[src/rtl/matrix_op_dispatcher.sv]
// Operation dispatcher for COMPUTE mode: collects opcode/operands, validates slot
// dimensions, launches and supervises the ALU, and reports results or errors to the printer.
module matrix_op_dispatcher #(
    parameter  int NUM_SLOTS   = 12,
    parameter  int DIM_W       = 4,
    parameter  int DATA_W      = 32,
    parameter  int NUM_OPS     = 5,
    parameter  int TIMEOUT_CYC = 1024,
    localparam int ID_W        = $clog2(NUM_SLOTS),
    localparam int TW          = $clog2(TIMEOUT_CYC + 1)
) (
    input  logic                     clk,
    input  logic                     rst,
    input  logic                     active,
    input  logic                     dec_valid,
    input  logic [DATA_W-1:0]        dec_data,
    input  logic [2:0]               sw_op,
    input  logic                     btn_confirm,
    output logic [ID_W-1:0]          id_a,
    output logic [ID_W-1:0]          id_b,
    input  logic [DIM_W-1:0]         dim_a_m,
    input  logic [DIM_W-1:0]         dim_a_n,
    input  logic [DIM_W-1:0]         dim_b_m,
    input  logic [DIM_W-1:0]         dim_b_n,
    output logic                     alu_start,
    output logic [2:0]               alu_op,
    output logic signed [DATA_W-1:0] scalar_val,
    input  logic                     alu_done,
    output logic [DIM_W-1:0]         res_m,
    output logic [DIM_W-1:0]         res_n,
    output logic                     print_req,
    output logic [3:0]               print_mode,
    input  logic                     print_ack,
    output logic [2:0]               err_code,
    output logic                     busy
);

    localparam logic [2:0] OP_TRANSPOSE = 3'd0;
    localparam logic [2:0] OP_ADD       = 3'd1;
    localparam logic [2:0] OP_SCALAR    = 3'd2;
    localparam logic [2:0] OP_MATMUL    = 3'd3;
    localparam logic [2:0] OP_HADAMARD  = 3'd4;

    localparam logic [2:0] ERR_NONE     = 3'd0;
    localparam logic [2:0] ERR_BAD_OP   = 3'd1;
    localparam logic [2:0] ERR_BAD_ID   = 3'd2;
    localparam logic [2:0] ERR_EMPTY    = 3'd3;
    localparam logic [2:0] ERR_DIM      = 3'd4;
    localparam logic [2:0] ERR_TIMEOUT  = 3'd5;

    localparam logic [3:0] MODE_RESULT  = 4'd3;
    localparam logic [3:0] MODE_ERROR   = 4'd6;

    typedef enum logic [3:0] {
        S_IDLE, S_OP, S_ID_A, S_ID_B, S_SCALAR,
        S_LOOKUP, S_CHECK, S_START, S_WAIT, S_REPORT
    } state_t;

    state_t                     state_q, state_d;
    logic [ID_W-1:0]            id_a_q, id_a_d, id_b_q, id_b_d;
    logic                       alu_start_q, alu_start_d;
    logic [2:0]                 alu_op_q, alu_op_d;
    logic signed [DATA_W-1:0]   scalar_q, scalar_d;
    logic [DIM_W-1:0]           res_m_q, res_m_d, res_n_q, res_n_d;
    logic                       print_req_q, print_req_d;
    logic [3:0]                 print_mode_q, print_mode_d;
    logic [2:0]                 err_code_q, err_code_d;
    logic [TW-1:0]              timer_q, timer_d;

    logic                       op_strobe;
    logic [DATA_W-1:0]          op_word;
    logic                       id_in_range;
    logic                       is_binary;
    logic                       a_empty, b_empty;
    logic [TW-1:0]              timer_inc;
    logic                       raise_err;
    logic [2:0]                 err_sel;

    // The decoder word takes priority over the switch opcode when both strobe together.
    always_comb begin
        op_strobe   = dec_valid | btn_confirm;
        op_word     = dec_valid ? dec_data : DATA_W'(sw_op);
        id_in_range = (dec_data >= DATA_W'(1)) && (dec_data <= DATA_W'(NUM_SLOTS));
        is_binary   = (alu_op_q == OP_ADD) || (alu_op_q == OP_MATMUL) || (alu_op_q == OP_HADAMARD);
        a_empty     = (dim_a_m == '0) || (dim_a_n == '0);
        b_empty     = (dim_b_m == '0) || (dim_b_n == '0);
        timer_inc   = timer_q + TW'(1);
    end

    always_comb begin
        state_d      = state_q;
        id_a_d       = id_a_q;
        id_b_d       = id_b_q;
        alu_op_d     = alu_op_q;
        scalar_d     = scalar_q;
        res_m_d      = res_m_q;
        res_n_d      = res_n_q;
        print_mode_d = print_mode_q;
        err_code_d   = err_code_q;
        timer_d      = timer_q;
        print_req_d  = 1'b0;
        raise_err    = 1'b0;
        err_sel      = ERR_NONE;

        // Abort drops any command in flight but keeps the last latched results visible.
        if (!active) begin
            state_d = S_IDLE;
            timer_d = '0;
        end else begin
            case (state_q)
                S_IDLE: state_d = S_OP;
                S_OP: begin
                    if (op_strobe) begin
                        if (op_word < DATA_W'(NUM_OPS)) begin
                            alu_op_d   = op_word[2:0];
                            err_code_d = ERR_NONE;
                            state_d    = S_ID_A;
                        end else begin
                            raise_err = 1'b1;
                            err_sel   = ERR_BAD_OP;
                        end
                    end
                end
                S_ID_A: begin
                    if (dec_valid) begin
                        if (id_in_range) begin
                            id_a_d = ID_W'(dec_data - DATA_W'(1));
                            if (alu_op_q == OP_SCALAR)         state_d = S_SCALAR;
                            else if (alu_op_q == OP_TRANSPOSE) state_d = S_LOOKUP;
                            else                               state_d = S_ID_B;
                        end else begin
                            raise_err = 1'b1;
                            err_sel   = ERR_BAD_ID;
                        end
                    end
                end
                S_ID_B: begin
                    if (dec_valid) begin
                        if (id_in_range) begin
                            id_b_d  = ID_W'(dec_data - DATA_W'(1));
                            state_d = S_LOOKUP;
                        end else begin
                            raise_err = 1'b1;
                            err_sel   = ERR_BAD_ID;
                        end
                    end
                end
                S_SCALAR: begin
                    if (dec_valid) begin
                        scalar_d = dec_data;
                        state_d  = S_LOOKUP;
                    end
                end
                S_LOOKUP: state_d = S_CHECK;
                S_CHECK: begin
                    if (a_empty || (is_binary && b_empty)) begin
                        raise_err = 1'b1;
                        err_sel   = ERR_EMPTY;
                    end else if (((alu_op_q == OP_ADD) || (alu_op_q == OP_HADAMARD)) &&
                                 ((dim_a_m != dim_b_m) || (dim_a_n != dim_b_n))) begin
                        raise_err = 1'b1;
                        err_sel   = ERR_DIM;
                    end else if ((alu_op_q == OP_MATMUL) && (dim_a_n != dim_b_m)) begin
                        raise_err = 1'b1;
                        err_sel   = ERR_DIM;
                    end else begin
                        state_d = S_START;
                        case (alu_op_q)
                            OP_TRANSPOSE: begin res_m_d = dim_a_n; res_n_d = dim_a_m; end
                            OP_MATMUL:    begin res_m_d = dim_a_m; res_n_d = dim_b_n; end
                            default:      begin res_m_d = dim_a_m; res_n_d = dim_a_n; end
                        endcase
                    end
                end
                S_START: begin
                    timer_d = '0;
                    state_d = S_WAIT;
                end
                // A completion arriving on the final timeout cycle still wins.
                S_WAIT: begin
                    if (alu_done) begin
                        print_mode_d = MODE_RESULT;
                        state_d      = S_REPORT;
                    end else if (timer_inc == TW'(TIMEOUT_CYC)) begin
                        raise_err = 1'b1;
                        err_sel   = ERR_TIMEOUT;
                    end else begin
                        timer_d = timer_inc;
                    end
                end
                S_REPORT: begin
                    if (print_req_q && print_ack) state_d = S_IDLE;
                    else                          print_req_d = 1'b1;
                end
                default: state_d = S_IDLE;
            endcase

            if (raise_err) begin
                err_code_d   = err_sel;
                print_mode_d = MODE_ERROR;
                state_d      = S_REPORT;
            end
        end

        alu_start_d = (state_d == S_START);
    end

    always_ff @(posedge clk or posedge rst) begin
        if (rst) begin
            state_q      <= S_IDLE;
            id_a_q       <= '0;
            id_b_q       <= '0;
            alu_start_q  <= 1'b0;
            alu_op_q     <= '0;
            scalar_q     <= '0;
            res_m_q      <= '0;
            res_n_q      <= '0;
            print_req_q  <= 1'b0;
            print_mode_q <= '0;
            err_code_q   <= '0;
            timer_q      <= '0;
        end else begin
            state_q      <= state_d;
            id_a_q       <= id_a_d;
            id_b_q       <= id_b_d;
            alu_start_q  <= alu_start_d;
            alu_op_q     <= alu_op_d;
            scalar_q     <= scalar_d;
            res_m_q      <= res_m_d;
            res_n_q      <= res_n_d;
            print_req_q  <= print_req_d;
            print_mode_q <= print_mode_d;
            err_code_q   <= err_code_d;
            timer_q      <= timer_d;
        end
    end

    assign id_a       = id_a_q;
    assign id_b       = id_b_q;
    assign alu_start  = alu_start_q;
    assign alu_op     = alu_op_q;
    assign scalar_val = scalar_q;
    assign res_m      = res_m_q;
    assign res_n      = res_n_q;
    assign print_req  = print_req_q;
    assign print_mode = print_mode_q;
    assign err_code   = err_code_q;
    assign busy       = (state_q != S_IDLE) && (state_q != S_OP);

endmodule

[config.mk]
export PLATFORM = sky130hd
export DESIGN_NAME = matrix_op_dispatcher
export DESIGN_NICKNAME = d
export VERILOG_FILES = /design/src/rtl/matrix_op_dispatcher.sv
export SDC_FILE = /design/constraint.sdc
export NUM_CORES = 1
export LEC_CHECK = 0
export CAP_MARGIN = 25
export CORE_ASPECT_RATIO = 1.2
export CORE_MARGIN = 4
export CORE_UTILIZATION = 48
export DETAILED_ROUTE_END_ITERATION = 10
export PLACE_DENSITY_LB_ADDON = 0.15
export SETUP_SLACK_MARGIN = 0.3
export SYNTH_ARGS = -nofsm -noshare
export SYNTH_HDL_FRONTEND = slang
export SYNTH_SLANG_ARGS = --single-unit
[constraint.sdc]
create_clock -name clk -period 3 [get_ports clk]
set_input_delay 0.75 -clock clk [delete_from_list [all_inputs] [get_ports clk]]
set_output_delay 0.75 -clock clk [all_outputs]
set_load 0.005 [all_outputs]
==> flow_summary_export.csv, run 1 <==
group,metric,value,unit
run_status,status,"finished clean",
placed_design,hpwl,8.47,mm
timing,fin_crit_sh,87.6,%
timing,hold_viol,0,
yosys,synth_top_family_by_area,"simple AND/OR/NAND/NOR gates",
yosys,synthMuxAreaShare,12.5,%
timing,setup_violations,0,
placed_design,globalplace.congestion,0.892,
clocking,root_buffer,"clkbuf_8",
worst_hold_path,hold_path_class,"reg2reg",
power,p_switching,945,uW
drt,wl_per_cell,16.6,um
layout,num_antenna_cells,0,
yosys,syn_nets,478,
power,swShare,33.3,%
clocking,cts_sinks,74,
yosys,synth_seq_cells,74,
floorplan,row_count,37,
worst_setup_path,cp_data_required_time,3.27,ns
timing,period_needed,2.63,ns
timing,slew_violations,0,
yosys,synthSimpleGateAreaFrac,20.1,%
job,maxCapViolations,0,
floorplan,core-area,8560,um^2
timing,max_slew_margin,62.6,%
drt,viasPerCell,5.53,
layout,syn_to_final_growth,39.4,%
clocking,cts_tree,"yes",
timing,tightest_slew,0.561,ns
yosys,ys_seq_area_share,44.1,%
yosys,syn_area,4200,um^2
grt,grt_first_pass_wirelength,18.7,mm
worst_setup_path,endpoint_kind,"register",
yosys,ys_warn_count,0,
timing,tns,0,ns
drt,drtAntennaViolNets,0,
clocking,cts-buffers-inserted,9,
worst_setup_path,crit_path_start_kind,"input pin",
yosys,synth.distinct_cells,66,
clocking,hold_buffers,0,
clocking,cts_max_path_buffers,2,
worst_setup_path,critical_path_class,"in2reg",
layout,final_cells,665,
worst_setup_path,path_max_fanout,6,
drt,wirelength,11.0,mm
placed_design,port-buffer-count,117,
floorplan,initial_utilization,49.1,%
grt,grt_pass1_vias,3896,
drt,vias,3678,
power,combPwrFrac,30.6,%
clocking,clk_pin_slew,0.08,ns
drt,firstDrtPassIters,4,
yosys,synth-compound-area-share,14.2,%
grt,grt_overflow,0,
floorplan,io_pins,119,
grt,antenna_found_initial,0,
layout,drive_above_1_share,20.4,%
floorplan,die_area,10300,um^2
power,power_density,484,nW/um^2
floorplan,die_w,93.4,um
timing,rsz0062_at_grt,"false",
yosys,synth_edf_count,0,
layout,fin_nets,606,
placed_design,dpl_worst_slack,0.00936,ns
power,p_seq_share,41.6,%
yosys,synth-main-ff-cell,"dfrtp_1",
power,p_leak,2.60,nW
drt,drc_errors,0,
power,p_clk_share,27.9,%
floorplan,die_y,110,um
layout,final_util,68.4,%
timing,layout_setup_ws,0.373,ns
yosys,synth_fa_ha_area_share,1.49,%
worst_setup_path,startpoint,"dec_data[0]",
placed_design,dpl.cell_count,648,
yosys,synth_xor_area_share,3.54,%
grt,track_usage,22.5,%
timing,max_freq,0.381,GHz
placed_design,placed_cell_area,5590,um^2
yosys,avgSynthCellArea,10.1,um^2
yosys,synthArstFlopShare,100,%
worst_setup_path,critPathArrivalTime,2.89,ns
power,irDropWorstVdd,0.000340,V
grt,grt_max_degree,75,
layout,final_cell_area,5860,um^2
clocking,h-tree-depth,3,
worst_hold_path,worstHoldStart,"print_mode[1]",
yosys,syn_inst,415,
power,intPower,1.89,mW
worst_setup_path,r2r-start,"timer_q[0]",
drt,drt_iter0_markers,213,
timing,clock_skew,0.0121,ns
clocking,clk_latency,0.36,ns
area by class of cell:
class                   count  area, um^2
fillers                   686        2710
multi-input cells         303        2240
flip-flops and latches     74        1850
repair buffers            142        1370
well taps                 117         146
clock buffers               9         124
clock inverters             7        78.8
inverters                  13        48.8
Yosys cell counts (3+ instances only):
cell type	count	share of area (%)
dfrtp_1	74	44
nor4_1	11	1.6
inv_1	12	1.1
a21oi_1	13	1.5
mux2_2	43	12
a31oi_1	4	0.60
nor2b_1	4	0.60
nand2_1	34	3.0
nor3_1	15	1.8
ha_1	5	1.5
a211o_1	8	1.7
nand4_1	7	1.0
o21bai_1	3	0.54
nand2b_1	7	1.0
o22ai_1	5	0.74
xnor2_1	12	2.5
and3_1	9	1.3
o21ai_0	22	2.6
buf_4	4	0.71
xor2_1	5	1.0
or3_1	3	0.45
buf_2	7	0.83
nand3b_1	4	0.71
o32ai_1	3	0.63
clkbuf_1	12	1.1
nor2_1	23	2.1
mux2i_1	4	0.95
nand3_1	13	1.5
power groups by stage:
stage	clock network (mW)	logic (mW)	registers (mW)
after floorplan	0	0.539	1.13
after global placement	0	0.833	1.19
after detailed placement	0	0.850	1.20
after CTS	0.805	0.853	1.18
after global routing	0.860	0.957	1.20
final	0.789	0.866	1.18
flip-flops by register name, indices dropped and copies added, names as in the netlist, 3 cells and up:
register / flops
res_n: 4
res_m: 4
print_mode: 3
id_b: 4
err_code: 3
alu_op: 3
state_q: 4
id_a: 4
scalar_val: 32
timer_q: 11
placed cells by master, fill, tap and decap left out, drive strengths merged, types with 4 or more instances in the layout:
master         Yosys  final
nor2b              4      4
and3              11     11
clkdlybuf4s50      0    117
xor2               5      5
ha                 5      5
nand2b             7      7
o21ai             22     22
nand3b             4      4
dfrtp             74     74
clkbuf            12      9
nor4              13     13
or3                5      5
nor2              24     24
a211o              8      8
mux2i              4      4
nand4              8      8
o22ai              5      5
nand3             13     13
xnor2             12     12
nand2             34     34
mux2              43     43
inv               12     13
a21oi             13     13
buf               13     25
a31oi              4      4
nor3              15     15
stage by stage:
step | hold WS (ns) | power (mW)
after floorplan | 0.463 | 1.67
after global placement | 0.460 | 2.03
after detailed placement | 0.460 | 2.05
after CTS | 0.485 | 2.84
after global routing | 0.489 | 3.01
final | 0.481 | 2.83
per-layer routing:
metal | part of all wire (%) | GRT usage [%]
met2 | 51 | 37.5
met1 | 40 | 27.0
met5 | 0 | 0
met4 | 1.3 | 6.45
met3 | 7.3 | 8.11
final timing paths:
path	to	depth (start not counted)	slack, ns
max	state_q[1]	11	0.37
min	print_mode[1]	1	0.48
max reg2reg	err_code[1]	7	0.54
min reg2reg	print_mode[1]	1	0.48
max in group asynchronous	scalar_val[30]	3	1.90
min in group asynchronous	scalar_val[25]	3	0.77
worst max-delay path: stages:
cell and delay (ns):
clkdlybuf4s50_1 0.42, buf_4 0.16, ha_1 0.21, nor4b_2 0.30, a31oi_2 0.09, buf_4 0.17, buf_4 0.13, a41oi_2 0.18
nor2_1 0.06, o311a_1 0.30, nor3_2 0.12
cells by family after synthesis:
| kind of cell | Yosys count |
|---|---|
| compound gates | 83 |
| xor+xnor | 17 |
| fa+ha+maj | 5 |
| buf+inv | 38 |
| flops | 74 |
| mux | 47 |
| other cells | 1 |
| simple gates | 150 |
what timing repair did:
action	CTS	global route
endpoints found under the setup margin	0	7
resized for setup	0	11
buffers inserted	0	1
Note: power is estimated with default switching activity, not from simulation.
==> run 2, diff against run 1 <==
==> constraint.sdc (replaced) <==
create_clock -name clk -period 2.65 [get_ports clk]
set_input_delay 0.6625 -clock clk [delete_from_list [all_inputs] [get_ports clk]]
set_output_delay 0.6625 -clock clk [all_outputs]
set_load 0.005 [all_outputs]
==> flow_summary_export.csv, run 2 (synthesis results as in run 1) <==
group,metric,value,unit
worst_setup_path,critPathArrivalTime,2.59,ns
drt,wirelength,11.6,mm
drt,firstDrtPassIters,4,
clocking,cts_max_path_buffers,2,
worst_setup_path,crit_top_cell,"or3_4",
drt,met3_length,795,um
clocking,clk_latency,0.35,ns
clocking,h-tree-depth,3,
worst_setup_path,path_max_fanout,4,
worst_hold_path,holdPathEnd,"print_mode[1]",
clocking,hold_buffers,0,
grt,grt_first_pass_wirelength,19.1,mm
placed_design,globalplace.congestion,0.889,
floorplan,core-area,8560,um^2
clocking,cts_tree,"yes",
worst_setup_path,r2r_cells,7,
drt,viasPerCell,5.63,
grt,grt_overflow,0,
timing,fin_crit_sh,87.0,%
job,maxCapViolations,0,
drt,m1WireLength,4.36,mm
layout,fillers,649,
grt,grt_pass1_vias,4089,
timing,slew_violations,0,
drt,vias,3855,
drt,met2_length,6.17,mm
drt,drt_iter0_markers,218,
layout,largest_register_ffs,32,
layout,drive_above_1_share,25.0,%
timing,setup_violations,0,
worst_hold_path,worstHoldStart,"print_mode[1]",
drt,dr.max_layer_used,"met4",
power,p_leak,2.92,nW
power,p_total,3.27,mW
timing,clock_skew,0.00642,ns
worst_setup_path,slowest_stage,"or3_4",
worst_hold_path,hold_path_class,"reg2reg",
floorplan,row_count,37,
clocking,clk_pin_slew,0.08,ns
worst_setup_path,critical_path_class,"in2reg",
worst_setup_path,r2r-start,"timer_q[1]",
timing,rsz0062_at_grt,"true",
clocking,cts-buffers-inserted,9,
clocking,root_buffer,"clkbuf_8",
worst_setup_path,reg2reg_setup_slack,0.40,ns
timing,tns,0,ns
timing,max_freq,0.434,GHz
drt,drc_errors,0,
layout,final_cell_mix,"clkdlybuf4s50_1 (72), dfrtp_1 (71), mux2_2 (43)",
layout,fin_nets,626,
grt,track_usage,23.0,%
floorplan,die_area,10300,um^2
drt,wl_per_cell,17.0,um
power,irDropWorstVdd,0.000325,V
worst_setup_path,max_stage_delay,0.39,ns
worst_setup_path,worstPathCellList,"dlygate4sd2_1, nor4_2, and4_4, a311oi_2, or3_4, or3_4, nor3_4",
worst_setup_path,cp_top_family,"simple AND/OR/NAND/NOR gates",
layout,final_common_cell,"clkdlybuf4s50_1",
clocking,cts_sinks,74,
worst_setup_path,crit_path_start_kind,"input pin",
power,power_density,535,nW/um^2
timing,period_needed,2.31,ns
layout,multi_input_area,2310,um^2
worst_setup_path,endpoint_kind,"register",
worst_setup_path,cp_data_required_time,2.93,ns
drt,drtAntennaViolNets,0,
placed_design,port-buffer-count,117,
timing,whs,0.486,ns
worst_setup_path,r2r_end,"err_code[2]",
layout,syn_to_final_growth,45.8,%
grt,grt_max_degree,75,
grt,antenna_found_initial,0,
worst_setup_path,cp_num_buf_inv,1,
run_status,status,"finished clean",
floorplan,die_w,93.4,um
floorplan,initial_utilization,49.1,%
placed_design,hpwl,8.72,mm
timing,hold_viol,0,
floorplan,die_y,110,um
layout,num_antenna_cells,0,
worst_hold_path,min_delay_path_depth,1,
floorplan,io_pins,119,
layout,seqCellArea,1860,um^2
-- run 2: cell count changes in the layout (fill, tap and decap cells not counted), moves of 16 or more --
cell             delta
buf_4              +16
clkdlybuf4s50_1    -45
dlygate4sd2_1      +25
dlymetal6s2s_1     +19
-- run 2: report_power, final --
| group | total [mW] | internal, mW | switching (mW) |
|---|---|---|---|
| Clock | 0.893 | 0.487 | 0.407 |
| Sequential | 1.34 | 1.21 | 0.127 |
| Combinational | 1.05 | 0.522 | 0.524 |
| Total | 3.27 | 2.22 | 1.06 |
-- run 2: what timing repair did --
item | 4_1_cts | 5_1_grt
buffers inserted | 2 | 2
endpoints found under the setup margin | 33 | 28
gates resized for setup | 43 | 35
pin swaps | 17 | 15
hold endpoints to repair | 0 | 0
-- run 2: how the worst max path moves through the flow --
stage / from / endpoint / slack [ns] / depth (start not counted)
CTS: dim_b_m[2] / state_q[2] / 0.30 / 7
floorplan: dec_data[0] / id_a[2] / 0.37 / 8
finish: dec_data[5] / state_q[2] / 0.34 / 7
global route: dec_data[0] / state_q[1] / 0.27 / 10
detailed placement: dec_data[1] / state_q[3] / -0.28 / 10
global placement: dec_data[4] / print_mode[1] / -0.24 / 8
-- run 2: worst reg2reg max path: stages, from the launching register on --
cell and delay [ns]:
dfrtp_2 0.43, ha_4 0.19, nand4_4 0.14, or4_4 0.56, a22oi_2 0.20, and4_4 0.32
or3_4 0.19, o221ai_2 0.09
-- run 2: metrics by stage --
| stage | setup WS [ns] | cells | util (%) | cell area, um^2 |
|---|---|---|---|---|
| floorplan | 0.372 | 415 | - | 4210 |
| detailed placement | -0.280 | 665 | 67.0 | 5740 |
| finish | 0.345 | 685 | 71.5 | 6120 |
| CTS | 0.302 | 683 | 70.1 | 6000 |
| global placement | -0.238 | 665 | 67.0 | 5740 |
| global route | 0.273 | 685 | 71.5 | 6120 |
-- run 2: layer usage --
| layer | vias up | track usage (%) |
|---|---|---|
| met5 | - | 0 |
| met4 | 0 | 9.58 |
| met3 | 26 | 6.61 |
| met2 | 110 | 40.2 |
| met1 | 1889 | 25.7 |
| li1 | 1830 | - |
-- run 2: layout make-up --
cell class / count / share of cell area, %
Timing Repair Buffer: 162 / 25.5
Inverter: 13 / 0.858
Clock inverter: 2 / 0.572
Tap cell: 117 / 2.39
Multi-Input combinational cell: 303 / 37.7
Clock buffer: 14 / 2.66
Sequential cell: 74 / 30.3
==> run 3, diff against run 2 <==
--- a/config.mk
+++ b/config.mk
@@ -7,11 +7,12 @@
 export LEC_CHECK = 0
 export CAP_MARGIN = 25
 export CORE_ASPECT_RATIO = 1.2
-export CORE_MARGIN = 4
+export CORE_MARGIN = 2
 export CORE_UTILIZATION = 48
 export DETAILED_ROUTE_END_ITERATION = 10
 export PLACE_DENSITY_LB_ADDON = 0.15
 export SETUP_SLACK_MARGIN = 0.3
+export SKIP_LAST_GASP = 1
 export SYNTH_ARGS = -nofsm -noshare
 export SYNTH_HDL_FRONTEND = slang
 export SYNTH_SLANG_ARGS = --single-unit
==> flow_summary_export.csv, run 3 (synthesis results as in run 1) <==
group,metric,value,unit
run_status,status,"finished clean",
clocking,h-tree-depth,3,
worst_setup_path,r2r_end,"err_code[1]",
drt,vias,3827,
grt,grt_first_pass_wirelength,18.3,mm
placed_design,placed_cell_area,5740,um^2
timing,setup_violations,0,
grt,grt_pass1_vias,3833,
timing,hold_viol,0,
worst_setup_path,critPathArrivalTime,2.63,ns
floorplan,row_count,37,
timing,layout_setup_ws,0.298,ns
clocking,hold_buffers,0,
worst_setup_path,path_max_fanout,4,
clocking,cts_max_path_buffers,2,
grt,antenna_found_initial,0,
floorplan,initial_utilization,49.1,%
layout,final_common_cell,"clkdlybuf4s50_1",
layout,fin_nets,627,
job,maxCapViolations,0,
clocking,cts_sinks,74,
clocking,cts-buffers-inserted,9,
timing,rsz0062_at_grt,"true",
clocking,root_buffer,"clkbuf_8",
drt,drt_iter0_markers,298,
timing,fin_crit_sh,88.7,%
worst_hold_path,holdPathEnd,"print_mode[2]",
clocking,clk_latency,0.35,ns
drt,wl_per_cell,16.8,um
layout,largest_register_ffs,32,
power,p_total,3.37,mW
worst_setup_path,endpoint_kind,"register",
floorplan,die_area,9520,um^2
worst_setup_path,r2r-start,"timer_q[0]",
clocking,clk_pin_slew,0.08,ns
worst_hold_path,min_delay_path_depth,2,
drt,drc_errors,0,
drt,viasPerCell,5.58,
floorplan,core-area,8560,um^2
layout,final_cell_mix,"clkdlybuf4s50_1 (73), dfrtp_1 (71), mux2_2 (43)",
clocking,cts_tree,"yes",
worst_setup_path,cp_data_required_time,2.93,ns
worst_setup_path,reg2reg_setup_slack,0.38,ns
timing,slew_violations,0,
layout,final_cell_area,6140,um^2
layout,syn_to_final_growth,46.1,%
floorplan,die_w,89.4,um
grt,grt_max_degree,75,
worst_setup_path,critical_path_class,"in2reg",
timing,clock_skew,0.00881,ns
grt,track_usage,24.8,%
drt,wirelength,11.5,mm
floorplan,die_y,106,um
worst_hold_path,worstHoldStart,"print_mode[2]",
worst_setup_path,crit_path_start_kind,"input pin",
floorplan,io_pins,119,
placed_design,port-buffer-count,117,
drt,firstDrtPassIters,5,
timing,max_freq,0.425,GHz
grt,grt_overflow,0,
placed_design,globalplace.congestion,0.866,
layout,num_antenna_cells,0,
layout,drive_above_1_share,25.5,%
placed_design,hpwl,8.40,mm
worst_hold_path,hold_path_class,"reg2reg",
power,power_density,549,nW/um^2
power,p_leak,2.91,nW
power,irDropWorstVdd,0.000466,V
timing,tns,0,ns
drt,drtAntennaViolNets,0,
timing,period_needed,2.35,ns
placed_design,dpl_worst_slack,-0.311,ns
worst_setup_path,r2r_cells,7,
run 3: how the worst max path moves through the flow:
stage	start	end	slack, ns	cells past startpoint
floorplan	dec_data[0]	id_a[2]	0.37	8
global placement	dec_data[1]	state_q[2]	-0.21	9
detailed placement	dec_data[1]	err_code[2]	-0.31	9
CTS	timer_q[1]	err_code[1]	0.30	7
global route	dim_a_m[1]	state_q[2]	0.28	7
finish	dim_a_m[1]	state_q[2]	0.30	7
run 3: per-stage QoR:
stage / instances / hold WS (ns) / utilization, %
2_1_floorplan: 415 / 0.463 / -
3_3_place_gp: 665 / 0.465 / 67.0
3_5_place_dp: 665 / 0.464 / 67.0
4_1_cts: 686 / 0.486 / 70.7
5_1_grt: 686 / 0.516 / 71.7
6_report: 686 / 0.478 / 71.7
run 3: what timing repair did:
| item | 4_1_cts | 5_1_grt |
|---|---|---|
| pin swaps | 17 | 18 |
| endpoints found under the hold margin | 0 | 0 |
| buffers inserted | 5 | 0 |
| endpoints found under the setup margin | 33 | 26 |
| gates resized for setup | 47 | 25 |
run 3: cell type report:
cell class              instances  area [um^2]
flip-flops and latches         74         1860
inverters                      13         52.6
fillers                       679         2430
repair buffers                163         1550
clock inverters                 5         77.6
multi-input cells             303         2310
well taps                     117          146
clock buffers                  11          141
run 3: layer usage:
| layer | vias to the layer above | track usage (%) | wire [um] |
|---|---|---|---|
| li1 | 1831 | - | - |
| met1 | 1862 | 29.4 | 4590 |
| met2 | 114 | 42.3 | 6020 |
| met3 | 20 | 6.52 | 684 |
| met4 | 0 | 9.38 | 245 |
| met5 | - | 0 | 0 |
run 3: worst max-delay path, stage by stage:
cell and delay [ns]:
clkdlybuf4s50_1 0.58, nor4_1 0.09, nor2_1 0.23, a21boi_2 0.11, or3_4 0.40, or3_4 0.38
nor3_2 0.17
run 3: power by group:
| part | switching [mW] | internal, mW | leakage [nW] |
|---|---|---|---|
| Clock | 0.435 | 0.553 | 0.109 |
| Combinational | 0.529 | 0.526 | 1.80 |
| Sequential | 0.118 | 1.21 | 1.00 |
| Total | 1.08 | 2.29 | 2.91 |
